<file path="config.mk">
export PLATFORM = sky130hd
export DESIGN_NAME = prog_clk_divider
export DESIGN_NICKNAME = d
export VERILOG_FILES = /design/src/rtl/prog_clk_divider.sv
export SDC_FILE = /design/constraint.sdc
export NUM_CORES = 1
export LEC_CHECK = 0
export ABC_AREA = 1
export CAP_MARGIN = 20
export CORE_ASPECT_RATIO = 0.5
export CORE_MARGIN = 3
export CORE_UTILIZATION = 35
export CTS_BUF_LIST = sky130_fd_sc_hd__clkbuf_4 sky130_fd_sc_hd__clkbuf_8
export DETAILED_ROUTE_END_ITERATION = 12
export HOLD_SLACK_MARGIN = 0.1
export PLACE_DENSITY = 0.58
export SLEW_MARGIN = 10
export SYNTH_ARGS = -nofsm -noshare
export SYNTH_HDL_FRONTEND = slang
export SYNTH_SLANG_ARGS = --single-unit
</file>
<file path="constraint.sdc">
create_clock -name clk -period 2.65 [get_ports clk]
set_input_delay 0.265 -clock clk [delete_from_list [all_inputs] [get_ports clk]]
set_output_delay 0.265 -clock clk [all_outputs]
set_load 0.05 [all_outputs]
</file>
<file path="src/rtl/prog_clk_divider.sv">
// -----------------------------------------------------------------------------
// prog_clk_divider
//
// Runtime-programmable clock divider and tick generator. A divisor N gives a
// registered divided_clk with period N clk cycles: ceil(N/2) cycles high, then
// floor(N/2) cycles low. Odd and even N are both supported. A new divisor is
// held as "pending" and only takes effect at a period boundary. This keeps the
// output free of glitches, runt pulses and mixed-length periods.
//
// Optional feature (compile-time macro CLK_DIV_PERIOD_CNT_EN):
//   When defined, adds output period_cnt, a 16-bit wrapping count of the
//   periods started. It steps together with every tick, resets to 0 and is not
//   cleared on entry to IDLE. When undefined, the port and counter are absent.
//
// Parameters
//   CNT_W        width of the divisor and of the phase counter
//   DEFAULT_DIV  divisor active after reset (>= 2, < 2**CNT_W)
//
// Ports
//   clk          system clock
//   rst          asynchronous, active-high reset
//   en           run request; a new period only starts while en is high
//   div_wr       one-cycle write strobe for div_in
//   div_in       requested divisor N
//   divided_clk  divided output (registered)
//   tick         one-cycle pulse in the first cycle of every period
//   div_busy     a written divisor is pending and not yet active
//   div_err      one-cycle pulse after a rejected write (div_in < 2)
//   state_dbg    current FSM state (0 = IDLE, 1 = HIGH, 2 = LOW), for debug
//   period_cnt   count of started periods (only with CLK_DIV_PERIOD_CNT_EN)
//
// Handshake: div_wr is a plain strobe and has no ready. Any write with
// div_in >= 2 is accepted on the edge where it is sampled. div_busy then stays
// high until a period start consumes the pending value. A later write
// overwrites the pending value.
// -----------------------------------------------------------------------------
module prog_clk_divider #(
    parameter int CNT_W       = 16,
    parameter int DEFAULT_DIV = 10
) (
    input  logic             clk,
    input  logic             rst,
    input  logic             en,
    input  logic             div_wr,
    input  logic [CNT_W-1:0] div_in,
    output logic             divided_clk,
    output logic             tick,
    output logic             div_busy,
    output logic             div_err,
    output logic [1:0]       state_dbg
`ifdef CLK_DIV_PERIOD_CNT_EN
    ,
    output logic [15:0]      period_cnt
`endif
);

    typedef enum logic [1:0] {
        IDLE = 2'd0,
        HIGH = 2'd1,
        LOW  = 2'd2
    } state_t;

    localparam logic [CNT_W-1:0] DEF_DIV = CNT_W'(DEFAULT_DIV);
    localparam logic [CNT_W-1:0] MIN_DIV = CNT_W'(2);
    localparam logic [CNT_W-1:0] ONE     = CNT_W'(1);

    // Registered state
    state_t           state_q;
    logic [CNT_W-1:0] cnt_q;
    logic             dclk_q;
    logic             tick_q;
    logic [CNT_W-1:0] active_q;
    logic [CNT_W-1:0] pend_q;
    logic             pvalid_q;
    logic             err_q;
    // en sampled on the previous edge. Leaving IDLE uses this copy, so a
    // request seen at edge k starts the first period at edge k+1.
    logic             en_q;

    // Next-state values
    state_t           state_d;
    logic [CNT_W-1:0] cnt_d;
    logic             dclk_d;
    logic             tick_d;
    logic [CNT_W-1:0] active_d;
    logic [CNT_W-1:0] pend_d;
    logic             pvalid_d;
    logic             err_d;
    logic             start;
    logic             wr_ok;

    // Phase lengths derived from the active divisor: HI = N - N/2, LO = N/2.
    // Both are at least 1 because N >= 2 is enforced on every write.
    logic [CNT_W-1:0] lo_len;
    logic [CNT_W-1:0] hi_len;
    logic [CNT_W-1:0] hi_last;
    logic [CNT_W-1:0] lo_last;

    assign lo_len  = active_q >> 1;
    assign hi_len  = active_q - lo_len;
    assign hi_last = hi_len - ONE;
    assign lo_last = lo_len - ONE;

`ifdef CLK_DIV_PERIOD_CNT_EN
    logic [15:0] pcnt_q;
    logic [15:0] pcnt_d;
`endif

    // -------------------------------------------------------------------------
    // Next-state and output logic
    // -------------------------------------------------------------------------
    always_comb begin
        state_d  = state_q;
        cnt_d    = cnt_q;
        dclk_d   = dclk_q;
        tick_d   = 1'b0;
        active_d = active_q;
        pend_d   = pend_q;
        pvalid_d = pvalid_q;
        err_d    = 1'b0;
        start    = 1'b0;
        wr_ok    = 1'b0;

        case (state_q)
            IDLE: begin
                dclk_d = 1'b0;
                if (en_q) begin
                    start = 1'b1;
                end
            end

            HIGH: begin
                if (cnt_q == hi_last) begin
                    state_d = LOW;
                    dclk_d  = 1'b0;
                    cnt_d   = '0;
                end else begin
                    cnt_d = cnt_q + ONE;
                end
            end

            LOW: begin
                // The last LOW cycle is the period boundary. Only here can a
                // running divider stop or start its next period, so en changes
                // mid-period never shorten a pulse.
                if (cnt_q == lo_last) begin
                    if (en) begin
                        start = 1'b1;
                    end else begin
                        state_d = IDLE;
                        dclk_d  = 1'b0;
                        cnt_d   = '0;
                    end
                end else begin
                    cnt_d = cnt_q + ONE;
                end
            end

            default: begin
                state_d = IDLE;
                dclk_d  = 1'b0;
                cnt_d   = '0;
            end
        endcase

        // Period start: the pending divisor (if any) is adopted on the same
        // edge. The first HIGH phase therefore already uses the new N.
        if (start) begin
            state_d = HIGH;
            dclk_d  = 1'b1;
            tick_d  = 1'b1;
            cnt_d   = '0;
            if (pvalid_q) begin
                active_d = pend_q;
                pvalid_d = 1'b0;
            end
        end

        // This write runs after the period-start handling. A write on the
        // boundary edge therefore sees the old pending value applied first,
        // and its own value becomes pending for the next boundary.
        if (div_wr) begin
            if (div_in >= MIN_DIV) begin
                wr_ok = 1'b1;
            end else begin
                err_d = 1'b1;
            end
        end
        if (wr_ok) begin
            pend_d   = div_in;
            pvalid_d = 1'b1;
        end
    end

`ifdef CLK_DIV_PERIOD_CNT_EN
    always_comb begin
        pcnt_d = pcnt_q;
        if (start) begin
            pcnt_d = pcnt_q + 16'd1;
        end
    end
`endif

    // -------------------------------------------------------------------------
    // State register
    // -------------------------------------------------------------------------
    always_ff @(posedge clk or posedge rst) begin
        if (rst) begin
            state_q  <= IDLE;
            cnt_q    <= '0;
            dclk_q   <= 1'b0;
            tick_q   <= 1'b0;
            active_q <= DEF_DIV;
            pend_q   <= '0;
            pvalid_q <= 1'b0;
            err_q    <= 1'b0;
            en_q     <= 1'b0;
        end else begin
            state_q  <= state_d;
            cnt_q    <= cnt_d;
            dclk_q   <= dclk_d;
            tick_q   <= tick_d;
            active_q <= active_d;
            pend_q   <= pend_d;
            pvalid_q <= pvalid_d;
            err_q    <= err_d;
            en_q     <= en;
        end
    end

`ifdef CLK_DIV_PERIOD_CNT_EN
    always_ff @(posedge clk or posedge rst) begin
        if (rst) begin
            pcnt_q <= '0;
        end else begin
            pcnt_q <= pcnt_d;
        end
    end

    assign period_cnt = pcnt_q;
`endif

    assign divided_clk = dclk_q;
    assign tick        = tick_q;
    assign div_busy    = pvalid_q;
    assign div_err     = err_q;
    assign state_dbg   = state_q;

endmodule

</file>
### Word-level counts from Yosys, hierarchy flattened

Index checks and enable logic that the tools add are counted.

| storage, ports and cells | value |
|---|---|
| output and inout bits | 6 |
| register bits after elaboration | 55 |
| bits of input ports | 20 |

| operators by class | value |
|---|---|
| reduce and logical (&&, ||, !) cells | 6 |
| eq/ne operators | 9 |
| order comparisons | 1 |
| add/sub/neg operators | 4 |
| muxes and demuxes | 26 |

Operator list:

| kind | number |
|---|---|
| $mux 16 | 4 |
| $pmux 16 s3 | 1 |
| $eq 16x16->1 | 2 |
| $add 16x1->16 const B | 1 |
| $ge 16x2->1 const B | 1 |
| $sub 15x1->16 const B | 1 |
| $sub 16x1->16 const B | 1 |
| $sub 16x15->16 | 1 |
| $mux 1 | 14 |
| $ne 3x3->1 const B | 3 |
| $mux 2 | 4 |
| $pmux 2 s3 | 1 |
| $ne 4x4->1 const B | 1 |
| $pmux 1 s2 | 2 |
| $reduce_and 2->1 | 2 |
| $reduce_and 4->1 | 1 |
| $reduce_and 3->1 | 1 |
| $eq 2x1->1 const B | 1 |
| $eq 2x2->1 const B | 1 |
| $logic_not 2->1 | 1 |
| $ne 2x2->1 const B | 1 |
| $reduce_bool 2->1 | 1 |

### Logic depth before layout (Yosys ltp)

| depth | value |
|---|---|
| depth in word-level cells | 6 |
| gate-level depth with buffers | 18 |
| gate-level depth less buffers | 18 |

### Worst setup path before layout

No wires, ideal clock.

| timing | value |
|---|---|
| path kind | flip-flop to flip-flop |
| start point | register active_q[1] |
| end point | register cnt_q[10] |
| setup time | 0.126 ns |
| path slack | 0.126 ns |
| period minus slack after synthesis | 2.524 ns |
| required time | 2.524 ns |
| stages on the path, launching flop included | 17 |
| data arrival time | 2.398 ns |
| cell sequence | dfstp_2 > inv_2 > ha_1 > fa_1 > xor2_1 > nand2_1 > nand2_1 > nor2_1 > nand2_1 > nor2_1 > nand3_1 > nor3_1 > nand3_1 > nand2_1 > nand2_1 > nand2_2 > a21oi_1 |

| between the ends | value |
|---|---|
| cells in the longest elaborated chain, start to end | 6 |
| elaborated cells between the ends (all ways) | 14 |
| those cells by class | 3 x add/sub; 4 x eq/ne; 6 x mux; 1 x reduce/logical |

RTL lines:

| item | line | RTL |
|---|---|---|
| start, declared | 72 | `logic [CNT_W-1:0] active_q;` |
| start signal, assigned | 223 | `active_q <= active_d;` |
| $sub 16x15->16 / $sub 15x1->16 (equally long branches) | 100, 102 |  |
| $sub 16x1->16 / $eq 16x16->1 (equally long branches) | 101, 146 |  |
| $eq 16x16->1 / $mux 1 (equally long branches) | 133, 146 |  |
| $mux 16 / $pmux 1 s2 (equally long branches) | 133, 124 |  |
| $pmux 16 s3, or another cell as far along | 124 | `case (state_q)` |
| $mux 16 / $reduce_and 2->1 (equally long branches) | n/a |  |
| end signal, assigned | 220 | `cnt_q <= cnt_d;` |
| end, declared | 69 | `logic [CNT_W-1:0] cnt_q;` |

Parallel ways exist; a longest one is shown, timed or not.
A chain may end at the register's enable or synchronous reset.

### Worst setup path in the final report

| timing | value |
|---|---|
| start point | register active_q[1] |
| end point | register cnt_q[2] |

Same word-level chain as after synthesis.

==> metrics list <==
- Power density cells: 247 nW/um2
* Summed negative setup slack over all endpoints: -30.1 ps
* Worst clock skew: 5.43 ps
- Entering global routing, the biggest net connects 24 pins.
* Critical path, cell by cell: inv_2 > ha_4 > fa_2 > xnor2_2 > nand2_1 > nor2_1 > nand2_1 > nor2_1 > nand3_2 > nor3_2 > nand3_2 > nand2_2 > nand2_4 > nand2_4 > a21oi_1
- Max-cap violation count: 0
- The detail route stage leaves a number of antenna-violating nets equal to 0.
* Cell area after layout: 6050 um2
- Clock transition time at the flip-flop clock pins of the worst setup and hold paths: 110 ps
* H-tree lvl count: 2
* Detailed Routing Iterations Pass 1: 5
- The number of buffers and inverters on the critical path is 1.
* Routed wirelength normalized by instance count: 14.6 um
- Antenna violations before repair: 0
- Arrival time reported for the critical path endpoint: 2870 ps
* Yosys cell types: 45
* Cell area after placement: 5400 um2
- At the end of routability-driven placement, the weighted congestion stood at 0.894.
- Count of endpoints failing hold in the final timing report: 0
- The startpoint identified for the worst register-to-register timing path is active_q[1]$_DFFE_PP1P_.
- Counting flops and latches in the post-synthesis netlist gives 55.
- The cell count after synthesis came out at 662.
- Placed wire-length estimate: 10500 um
- Crit path launch type: flip-flop
- In this run the static leakage power is 2.98 nW.
* Core Rows: 28
* Number of buffers on the longest clock path: 2
* Synth async-reset ratio: 100%
* Number of antenna cells inserted: 0
- Total Routed Length: 13300 um
* Core area: 12300 um2
- The most used flip-flop cell after synthesis is sky130_fd_sc_hd__dfrtp_1.
- The number of pins with negative max-slew slack in the final report is 0.
- Unrepaired setup endpoints after global routing: yes
- After layout, the minimum clock period comes to 2660 ps.
* Ratio of cells with drive above 1 in the final layout: 23.2%
- Synthesized area per cell: 6.91 um2
- At the worst endpoint, the required time is 2860 ps.
- Timing would allow up to 376 MHz.
- Class of the worst hold path: in -> async
- In this run the biggest area consumer among cell types represents 29.0% of the synthesized area.
* Run status: finished with violations
- The worst-case IR drop observed on VDD is 0.203 mV.
- The area growth from synthesis to layout is 32.2%.
- For the pin with the worst max-slew slack, the measured transition is 535 ps.
- Number of nets at the end of the flow: 804
- Type of destination of the critical path: flip-flop
* Starting density of the core: 37.2%
- Mapped cell area: 4580 um2
- Tot Pwr: 1.49 mW
* Number of synthesized flops with an enable pin: 0
- Library cell with the largest summed area after synthesis: sky130_fd_sc_hd__dfrtp_1
* Setup slack, reg-to-reg: -10 ps
* Number of hold buffers added after cts: 0
- Max FO, Critical Path: 5
- After detailed routing, the number of vias per cell comes to 4.92.
* First-pass GRT wire length: 20900 um
- R2r worst-path depth: 15
- Among all cell types in the netlist, the one instantiated most often is sky130_fd_sc_hd__nand2_1.
- Clk Tree Root Cell: sky130_fd_sc_hd__clkbuf_8
* Violations in the final reports: setup timing
- The detailed router placed 4494 vias in this run.
* CP top delay family: simple AND/OR/NAND/NOR gates
* Slowest stage delay, CP: 550 ps
- The later pin in the worst-skew pair is clocked with a latency of 310 ps.
- The die is 168 um wide.
- Tightest slew margin relative to the limit: 64.2%
- Detailed router's first-iteration violation count: 374
- In the routed design, unresolved DRC markers number 0.
- Once routing completed, OpenROAD measured the worst setup slack at -11.3 ps.
- Worst Path Class, Setup: reg -> reg
- The die is 86.9 um tall.
- In this run the tool buffered the top-level ports with 25 buffer cells.
- In this run the critical register-to-register path is captured at cnt_q[2]$_DFFE_PP0P_.
- Io pins: 26
- Summed over all layers, the global routing overflow is 0.
* Sequential share of the synthesized area: 30.1%
* Net Count, Synth: 718
- Period utilisation layout: 100%
* Sinks on Clock Net: 55
- For this run, the number of Yosys warnings is 0.
- TritonCTS clock tree: built
- The die covers 14600 um2.
* All-layer global routing usage: 18.0%
- Setup violations remaining at the end of the flow were counted as 4.
- Most frequent cells after synthesis: sky130_fd_sc_hd__nand2_1, sky130_fd_sc_hd__inv_1, sky130_fd_sc_hd__nand3_1
- Clock tree synthesis inserted a total of 5 buffers.
- Worst slack at placement: -146 ps
- Cells taking the most area after synthesis: sky130_fd_sc_hd__dfrtp_1, sky130_fd_sc_hd__nand2_1, sky130_fd_sc_hd__ha_1
- The number of global-route vias before repair is 4150.
* Cell with the largest stage delay on the worst path: sky130_fd_sc_hd__dfstp_2
* Fin util: 49.2%
worst max path at each step:
stage,startpoint,to,slack (ps),cells after the start
after floorplan,active_q[1]$_DFFE_PP1P_,cnt_q[10]$_DFFE_PP0P_,130,16
after global placement,active_q[2]$_DFFE_PP0P_,active_q[1]$_DFFE_PP1P_,-100,15
after detailed placement,active_q[1]$_DFFE_PP1P_,cnt_q[3]$_DFFE_PP0P_,-150,15
after CTS,active_q[1]$_DFFE_PP1P_,cnt_q[9]$_DFFE_PP0P_,-8,15
after global routing,active_q[1]$_DFFE_PP1P_,cnt_q[15]$_DFFE_PP0P_,-160,15
final,active_q[1]$_DFFE_PP1P_,cnt_q[2]$_DFFE_PP0P_,-10,15
cell type report:
type | count | area (um2)
clock inverters | 2 | 20.0
fillers | 1223 | 6250
flip-flops and latches | 55 | 1380
repair buffers | 95 | 852
well taps | 165 | 206
inverters | 89 | 339
multi-input cells | 502 | 3170
clock buffers | 6 | 82.6
power by group:
group          switching, mW  total [mW]  leakage [nW]  internal (mW)
sequential            0.0140       0.875         0.651          0.861
clock                  0.308       0.529        0.0533          0.221
combinational         0.0479      0.0897          2.28         0.0418
cells by family after synthesis:
| kind of cell | share of synthesized area (%) |
|---|---|
| AO/OA/AOI/OAI | 6.62 |
| XOR/XNOR | 8.23 |
| flip-flops | 30.1 |
| buffers and inverters | 9.38 |
| multiplexers | 0.492 |
| AND/OR/NAND/NOR | 35.2 |
| adder cells (fa/ha/maj) | 10.0 |
metal layers:
metal | track usage [%] | vias to the layer above | routed length, um
li1 | - | 2286 | -
met1 | 28.3 | 2075 | 7020
met2 | 26.5 | 129 | 5410
met3 | 2.09 | 4 | 827
met4 | 3.71 | 0 | 66
met5 | 0 | - | 0
per-stage QoR:
stage / std cells / hold slack, ps
floorplan: 662 / 296
global placement: 894 / 468
detailed placement: 894 / 468
CTS: 903 / 301
global route: 914 / 322
finish: 914 / 295
registers in the layout, indices dropped and copies added (netlist names):
signal and cells:
div_busy 1, pend_q 16, tick 1, state_dbg 2, en_q 1, active_q 16, div_err 1, cnt_q 16
divided_clk 1
timing repair:
item                                    in CTS  in global routing
cloned                                       1                  2
resized for setup                           11                 94
setup buffers                                0                  9
pin swaps                                    4                 20
endpoints found under the setup margin      33                 36
cells in the final DEF, fill, tap and decap left out, types with 5 or more instances in the layout:
master                              n
sky130_fd_sc_hd__buf_6              7
sky130_fd_sc_hd__clkdlybuf4s50_1   25
sky130_fd_sc_hd__nor2_2             7
sky130_fd_sc_hd__inv_2             10
sky130_fd_sc_hd__nor2_1            41
sky130_fd_sc_hd__nand2_4            6
sky130_fd_sc_hd__o21ai_0            7
sky130_fd_sc_hd__clkbuf_8           6
sky130_fd_sc_hd__ha_4               6
sky130_fd_sc_hd__nand2_1          186
sky130_fd_sc_hd__a21oi_2           14
sky130_fd_sc_hd__nand4_1           11
sky130_fd_sc_hd__nand2_2            9
sky130_fd_sc_hd__inv_1             76
sky130_fd_sc_hd__a21oi_1           23
sky130_fd_sc_hd__nand3_1           56
sky130_fd_sc_hd__o21ai_2            5
sky130_fd_sc_hd__ha_1              29
sky130_fd_sc_hd__xor2_1            23
sky130_fd_sc_hd__buf_4             59
sky130_fd_sc_hd__nor2_4             8
sky130_fd_sc_hd__xnor2_1           18
sky130_fd_sc_hd__nand3_2           10
sky130_fd_sc_hd__dfrtp_1           53
No activity file was read; power rests on OpenSTA's default activity.
